## config.mk

```make
export PLATFORM = sky130hd
export DESIGN_NAME = riscv_multicycle_ctrl
export DESIGN_NICKNAME = d
export VERILOG_FILES = /design/src/rtl/riscv_multicycle_ctrl.sv
export SDC_FILE = /design/constraint.sdc
export NUM_CORES = 1
export LEC_CHECK = 0
export ABC_CLOCK_PERIOD_IN_PS = 2300
export CAP_MARGIN = 20
export CORE_ASPECT_RATIO = 0.9
export CORE_UTILIZATION = 36
export CTS_CLUSTER_DIAMETER = 40
export DETAILED_ROUTE_END_ITERATION = 16
export HOLD_SLACK_MARGIN = 0.08
export PLACE_DENSITY_LB_ADDON = 0.05
export SLEW_MARGIN = 20
export SYNTH_ARGS = -nofsm -noshare
export SYNTH_HDL_FRONTEND = slang
export SYNTH_SLANG_ARGS = --single-unit
```

## constraint.sdc

```tcl
create_clock -name clk_i -period 2.3 [get_ports clk_i]
set_input_delay 0.345 -clock clk_i [delete_from_list [all_inputs] [get_ports clk_i]]
set_output_delay 0.345 -clock clk_i [all_outputs]
set_load 0.05 [all_outputs]
```

## src/rtl/riscv_multicycle_ctrl.sv

```systemverilog
// riscv_multicycle_ctrl: main control FSM for the multi-cycle RV32I datapath.
// Latency: R/I 4, lw 5, sw 4, branch 3, jal 4 cycles; +1 per cycle of mem_ready_i low in FETCH/MEMRD/MEMWR.
// Backpressure: FETCH, MEMRD and MEMWR hold their request until mem_ready_i; elsewhere mem_ready_i is ignored.
//
// Ports:
//   clk_i, rst_i     clock, asynchronous active-high reset (outputs forced to 0 while high)
//   instr_i          instruction register contents (stable from DECODE until back in FETCH)
//   zero_i           ALU zero flag, used for beq/bne
//   mem_ready_i      memory accepted the write / returned the read data this cycle
//   mem_*_o, adr_src_o               memory request, write qualifier, address select
//   ir_write_o, pc_write_o, reg_write_o  datapath write strobes
//   alu_src_a_o, alu_src_b_o, result_src_o, imm_src_o  datapath selects
//   ALU_Control_o    4-bit ALU operation code
//   illegal_o        one-cycle pulse in DECODE for an unsupported instruction
//   retire_o         one-cycle pulse in the final cycle of each legal instruction
module riscv_multicycle_ctrl (
  input  logic        clk_i,
  input  logic        rst_i,
  input  logic [31:0] instr_i,
  input  logic        zero_i,
  input  logic        mem_ready_i,
  output logic        mem_req_o,
  output logic        mem_write_o,
  output logic        adr_src_o,
  output logic        ir_write_o,
  output logic        pc_write_o,
  output logic        reg_write_o,
  output logic [1:0]  alu_src_a_o,
  output logic [1:0]  alu_src_b_o,
  output logic [1:0]  result_src_o,
  output logic [1:0]  imm_src_o,
  output logic [3:0]  ALU_Control_o,
  output logic        illegal_o,
  output logic        retire_o
);

  localparam logic [6:0] OP_LW  = 7'b0000011;
  localparam logic [6:0] OP_SW  = 7'b0100011;
  localparam logic [6:0] OP_R   = 7'b0110011;
  localparam logic [6:0] OP_I   = 7'b0010011;
  localparam logic [6:0] OP_BR  = 7'b1100011;
  localparam logic [6:0] OP_JAL = 7'b1101111;

  localparam logic [3:0] ALU_AND = 4'b0000;
  localparam logic [3:0] ALU_OR  = 4'b0001;
  localparam logic [3:0] ALU_ADD = 4'b0010;
  localparam logic [3:0] ALU_XOR = 4'b0011;
  localparam logic [3:0] ALU_SLL = 4'b0100;
  localparam logic [3:0] ALU_SRL = 4'b0101;
  localparam logic [3:0] ALU_SUB = 4'b0110;

  typedef enum logic [3:0] {
    S_FETCH, S_DECODE, S_MEMADR, S_MEMRD, S_MEMWB, S_MEMWR,
    S_EXECR, S_EXECI, S_ALUWB, S_BR, S_JAL
  } state_e;

  state_e state_q, state_d;

  logic [6:0] opcode;
  logic [2:0] funct3;
  logic       f7b5;
  logic       legal;
  logic [1:0] imm_dec;
  logic       unused_instr;

  assign opcode = instr_i[6:0];
  assign funct3 = instr_i[14:12];
  assign f7b5   = instr_i[30];
  // Register indices and immediate bits belong to the datapath, not this block.
  assign unused_instr = ^{instr_i[31], instr_i[29:15], instr_i[11:7]};

  // Only the subset the datapath's ALU can execute is legal: no SLT/SLTU,
  // no arithmetic right shift, word-sized loads/stores, beq/bne only.
  always_comb begin
    legal = 1'b0;
    case (opcode)
      OP_LW, OP_SW: legal = (funct3 == 3'b010);
      OP_R:   legal = f7b5 ? (funct3 == 3'b000)
                           : (funct3 != 3'b010 && funct3 != 3'b011);
      OP_I:   legal = (funct3 != 3'b010 && funct3 != 3'b011) &&
                      !(funct3 == 3'b101 && f7b5);
      OP_BR:  legal = (funct3 == 3'b000 || funct3 == 3'b001);
      OP_JAL: legal = 1'b1;
      default: legal = 1'b0;
    endcase
  end

  always_comb begin
    imm_dec = 2'b00;
    case (opcode)
      OP_SW:  imm_dec = 2'b01;
      OP_BR:  imm_dec = 2'b10;
      OP_JAL: imm_dec = 2'b11;
      default: imm_dec = 2'b00;
    endcase
  end

  function automatic logic [3:0] alu_from_funct3(input logic [2:0] f3, input logic sub);
    case (f3)
      3'b000:  return sub ? ALU_SUB : ALU_ADD;
      3'b111:  return ALU_AND;
      3'b110:  return ALU_OR;
      3'b100:  return ALU_XOR;
      3'b001:  return ALU_SLL;
      3'b101:  return ALU_SRL;
      default: return ALU_ADD;
    endcase
  endfunction

  // State register
  always_ff @(posedge clk_i or posedge rst_i) begin
    if (rst_i) state_q <= S_FETCH;
    else       state_q <= state_d;
  end

  // Next-state logic
  always_comb begin
    state_d = state_q;
    case (state_q)
      S_FETCH:  if (mem_ready_i) state_d = S_DECODE;
      S_DECODE: begin
        if (!legal) state_d = S_FETCH;
        else begin
          case (opcode)
            OP_LW, OP_SW: state_d = S_MEMADR;
            OP_R:         state_d = S_EXECR;
            OP_I:         state_d = S_EXECI;
            OP_BR:        state_d = S_BR;
            default:      state_d = S_JAL;
          endcase
        end
      end
      S_MEMADR: state_d = (opcode == OP_LW) ? S_MEMRD : S_MEMWR;
      S_MEMRD:  if (mem_ready_i) state_d = S_MEMWB;
      S_MEMWB:  state_d = S_FETCH;
      S_MEMWR:  if (mem_ready_i) state_d = S_FETCH;
      S_EXECR:  state_d = S_ALUWB;
      S_EXECI:  state_d = S_ALUWB;
      S_ALUWB:  state_d = S_FETCH;
      S_BR:     state_d = S_FETCH;
      S_JAL:    state_d = S_ALUWB;
      default:  state_d = S_FETCH;
    endcase
  end

  // Output logic; everything is gated off while reset is asserted so an
  // interrupted transaction never leaks a write or PC strobe.
  always_comb begin
    mem_req_o     = 1'b0;
    mem_write_o   = 1'b0;
    adr_src_o     = 1'b0;
    ir_write_o    = 1'b0;
    pc_write_o    = 1'b0;
    reg_write_o   = 1'b0;
    alu_src_a_o   = 2'b00;
    alu_src_b_o   = 2'b00;
    result_src_o  = 2'b00;
    imm_src_o     = 2'b00;
    ALU_Control_o = 4'b0000;
    illegal_o     = 1'b0;
    retire_o      = 1'b0;
    if (!rst_i) begin
      imm_src_o = imm_dec;
      case (state_q)
        S_FETCH: begin
          mem_req_o = 1'b1;
          if (mem_ready_i) begin
            ir_write_o    = 1'b1;
            pc_write_o    = 1'b1;
            alu_src_b_o   = 2'b10;
            result_src_o  = 2'b10;
            ALU_Control_o = ALU_ADD;
          end
        end
        S_DECODE: begin
          // Branch/jump target = oldPC + imm, parked in ALUOut.
          alu_src_a_o   = 2'b01;
          alu_src_b_o   = 2'b01;
          ALU_Control_o = ALU_ADD;
          illegal_o     = !legal;
        end
        S_MEMADR: begin
          alu_src_a_o   = 2'b10;
          alu_src_b_o   = 2'b01;
          ALU_Control_o = ALU_ADD;
        end
        S_MEMRD: begin
          mem_req_o = 1'b1;
          adr_src_o = 1'b1;
        end
        S_MEMWB: begin
          result_src_o = 2'b01;
          reg_write_o  = 1'b1;
          retire_o     = 1'b1;
        end
        S_MEMWR: begin
          mem_req_o   = 1'b1;
          mem_write_o = 1'b1;
          adr_src_o   = 1'b1;
          retire_o    = mem_ready_i;
        end
        S_EXECR: begin
          alu_src_a_o   = 2'b10;
          ALU_Control_o = alu_from_funct3(funct3, f7b5);
        end
        S_EXECI: begin
          alu_src_a_o   = 2'b10;
          alu_src_b_o   = 2'b01;
          ALU_Control_o = alu_from_funct3(funct3, 1'b0);
        end
        S_ALUWB: begin
          reg_write_o = 1'b1;
          retire_o    = 1'b1;
        end
        S_BR: begin
          alu_src_a_o   = 2'b10;
          ALU_Control_o = ALU_SUB;
          pc_write_o    = funct3[0] ? !zero_i : zero_i;
          retire_o      = 1'b1;
        end
        S_JAL: begin
          // PC takes the target from ALUOut while the ALU forms the link value.
          alu_src_a_o   = 2'b01;
          alu_src_b_o   = 2'b10;
          ALU_Control_o = ALU_ADD;
          pc_write_o    = 1'b1;
        end
        default: ;
      endcase
    end
  end

endmodule

```

==> Word level (Yosys, flattened, before mapping) <==
Index checks and enable logic that the tools add are counted.
{ "word_totals": {"register_bits": 4, "out_inout_bits": 20, "elab_cells": 90} }
{ "classes": {"eq_ne": 27, "n_mux": 42, "n_reduce_logical": 20} }
{ "op_table": {"columns": ["op", "n"], "rows": [
  ["$pmux 3 s5", 2],
  ["$pmux 4 s6", 1],
  ["$pmux 3 s6", 1],
  ["$mux 1", 17],
  ["$eq 4x3->1 const B", 4],
  ["$mux 4", 4],
  ["$pmux 4 s4", 1],
  ["$reduce_or 3->1", 5],
  ["$eq 7x6->1 const B", 2],
  ["$eq 7x7->1 const B", 2],
  ["$eq 3x3->1 const B", 4],
  ["$eq 4x4->1 const B", 3],
  ["$mux 2", 6],
  ["$pmux 2 s3", 2],
  ["$mux 3", 3],
  ["$eq 4x2->1 const B", 2],
  ["$pmux 2 s2", 2],
  ["$reduce_or 2->1", 4],
  ["$eq 7x2->1 const B", 1],
  ["$eq 7x5->1 const B", 1],
  ["$ne 2x2->1 const B", 3],
  ["$ne 3x2->1 const B", 2],
  ["$pmux 1 s5", 1],
  ["$eq 4x1->1 const B", 1],
  ["other kinds (11)", 15]
]} }

==> Logic depth before layout (Yosys ltp) <==
{ "logic_depth": {"ltp_word": 8, "ltp_mapped": 5, "ltp_nobuf": 4} }

==> Worst setup path before layout <==
OpenSTA, ideal clock, no wires.
{ "synth_path": {"kind": "reg-to-output", "startpoint": "reg state_q[0]", "endpoint": "out ALU_Control_o[1]", "arrival_ns": 3.417, "path_slack_ns": -1.462, "path_stages_with_launch": 5, "n_path_buf": 1, "path_cell_list": "dfrtp_1 clkbuf_1 nor2_1 o22a_1 a2111oi_0"} }
{ "synth_via": {"elab_chain_len": 4} }
{ "synth_lines": {"columns": ["element", "line_no", "source"], "rows": [
  ["from (decl)", "57", "state_e state_q, state_d;"],
  ["from (signal assigned)", "113", "else state_q <= state_d;"],
  ["$eq 4x1->1 (tied with other cells)", "164", "case (state_q)"],
  ["$reduce_or 3->1 (no line)", null, null],
  ["$pmux 3 s5 *", "164", null],
  ["$mux 3 *", "162", "if (!rst_i) begin"],
  ["to (decl)", "32", "output logic [3:0] ALU_Control_o,"]
]} }
Mark *: on every way between the ends. The rest lies on a longest branch, timed or not.

==> Worst setup path in the final report <==
{ "layout_path": {"startpoint": "in instr_i[4]", "endpoint": "out illegal_o"} }
{ "layout_via": {"elab_chain_len": 6} }
{ "layout_lines": {"columns": ["element", "line_no", "source"], "rows": [
  ["from (decl)", "19", "input logic [31:0] instr_i,"],
  ["$eq 7x2->1 or $eq 7x6->1 (tied branches)", "76", "case (opcode)"],
  ["$reduce_or 2->1", "76", null],
  ["$pmux 1 s5 *", "76", null],
  ["$logic_not 1->1 *", "180", "illegal_o = !legal;"],
  ["$mux 1 *", "164", null],
  ["$mux 1 *", "162", null],
  ["to (decl)", "33", "output logic illegal_o,"]
]} }
Marked as above.

==> run summary <==
status - finished clean
Final Instance Area - 1530 um2
Finish-stage setup viols - 0
port bufs - 33
power share of the clock group - 21.6%
I/O pins - 56
maximum clock path buffer count - 2
worst reg2reg startpoint - state_q[0]
Min Clock Period, post-route - 2.23 ns
share of cells above drive strength 1 - 37.9%
clock buffer count from CTS - 3
post-synthesis cell type count - 49
Max Fclk - 449 MHz
final WL - 2580 um
class of the worst hold path - in2async
Critical Path RT - 1.96 ns
largest net degree at the start of global routing - 16
number of max-cap violations - 0
Slew @ Worst Pin - 0.490 ns
pre-CTS WS - -0.196 ns
largest reg by FF count - state_q
clock transition at the registers of the reported paths - 0.04 ns
syn_nets - 153
core area - 2200 um2
die width - 53.0 um
vias post-DR - 1084
Antenna Nets Post-Route - 0
P_leak - 0.000626 uW
Post-synth top cells - nor3_1 (10), nor2_1 (9), clkbuf_1 (8), nand2_1 (8), a21oi_1 (7)
Top Registers - state_q: 4 flops
R2R cell count - 4
post-synth top area share - 11.9%
clk sink count - 4
part of the Yosys area used for sequential elements - 11.9%
r2r endpoint - state_q[1]
first-pass GRT wire length - 4040 um
Post-Syn Area - 843 um2
Reg power frac - 20.2%
Critical Path Start Type - primary input
overall routing resource usage - 21.5%
Seq cells post-synth - 4
Die H - 47.9 um
Post-synth EDFFs - 0
Via density - 5.77
commonest register cell after synthesis - dfrtp_1
cell with the most instances after synthesis - nor3_1
Rows - 16
Initial Utilization - 38.3%
routability congestion estimate - 0.872
initial antenna violation count - 0
Pre-antenna DRT Iters - 4
crit path max fanout - 7
P&R area growth vs syn - 81.3%
Crit Path Class - in2out
worst path arrival time - 1.88 ns
DRC Markers - 0
max FFs per register - 4
Hold Fails Final Rpt - 0
Detailed Place HPWL - 2050 um
NetSw - 160 uW
cts hold-fix bufs - 0
final slew viol count - 0
Worst Clk Skew - 0.00257 ns
GR Overflow Total - 0
Synth area leaders - dfrtp_1 (12%), nor3_1 (5.9%), a21oi_1 (4.2%), nor2_1 (4.0%), clkbuf_1 (3.6%)
Mapped Cells - 117
Die ar. - 2540 um2
CTS root buf - clkbuf_4
FFs w/ async S/R, synth - 100%
diode count - 0
Initial DRC Count - 36
wire per inst - 13.7 um
unrepaired setup endpoints after global routing - false
max_slew headroom - 66.9%
Final #Nets - 199
Post-Syn Area per Cell - 7.21 um2
YS warnings - 0
Final WS setup - 0.0733 ns
internal power - 242 uW
H-tree Lvls - 1
period utilization - 96.8%
CTS tree - done
Yosys top cell by area - dfrtp_1
Critical Path End Type - primary output
Worst-Skew Late Latency - 0.23 ns
area post-placement - 1490 um2
pwr dens - 263 nW/um2
switch share - 39.8%
vias in the first global route - 922
maximum vdd drop - 0.216 mV
flop-to-flop setup slack - 0.65 ns
combinational share of power - 58.2%
==> layout make-up <==
type	instances	area (um2)
Clock buffer	3	22.5
Fill cell	194	673
Inverter	4	15.0
Multi-Input combinational cell	96	703
Sequential cell	4	103
Tap cell	27	33.8
Timing Repair Buffer	54	652
==> power groups by stage <==
stage               logic (uW)  registers, uW  clock network (uW)
floorplan                  127           75.2                   0
global placement           231           81.6                   0
detailed placement         234           81.8                   0
CTS                        233           80.9                88.3
global route               249           81.4                91.9
finish                     234           81.4                86.9
==> critical path, cell delays in order <==
cell and delay (ns):
clkdlybuf4s50_1 0.54, a21boi_0 0.19, o2111a_1 0.25, a21oi_2 0.18, nor3b_2 0.20, buf_6 0.18
==> cell families after synthesis <==
logic type                share of synthesized area [%]
buffers and inverters                              10.2
and+or+nand+nor                                    40.2
muxes                                              2.37
DFF                                                11.9
other                                             0.445
xor gates and xnor gates                           4.16
AOI/OAI and AO/OA                                  30.7
==> worst max-delay path by stage <==
stage / startpoint / endpoint / cells past startpoint
2_1_floorplan: state_q[0] / ALU_Control_o[1] / 4
3_3_place_gp: instr_i[13] / ALU_Control_o[1] / 7
3_5_place_dp: instr_i[13] / ALU_Control_o[1] / 7
4_1_cts: instr_i[12] / ALU_Control_o[1] / 7
5_1_grt: instr_i[4] / illegal_o / 6
6_report: instr_i[4] / illegal_o / 6
==> layout by cell type (no fill, tap or decap), types with 4 or more instances in the layout <==
cell,count
nand3_1,4
buf_4,22
clkdlybuf4s50_1,10
a21oi_1,7
nor3_2,4
dlygate4sd2_1,4
buf_12,17
nor2_1,9
nand2_1,8
nor3_1,6
inv_1,4
==> stage by stage <==
step	TNS, ns	total power, uW	hold slack, ns	instances	utilization, %
2_1_floorplan	-0.248	202	0.127	117	-
3_3_place_gp	-0.355	312	0.700	184	67.7
3_5_place_dp	-0.414	316	0.696	184	67.7
4_1_cts	0	402	0.640	188	69.0
5_1_grt	0	422	0.689	188	69.4
6_report	0	402	0.643	188	69.4
==> metal layers <==
layer / track usage [%] / wire, um
met1: 28.4 / 1170
met2: 39.2 / 1270
met3: 0.952 / 133
met4: 4.74 / 10
met5: 0 / 0
==> what timing repair did <==
item,4_1_cts,5_1_grt
resized for setup,5,4
setup buffers,1,0
pin swaps,2,2
endpoints found under the hold margin,0,0
endpoints found under the setup margin,4,5
(Power assumes the default switching activity.)
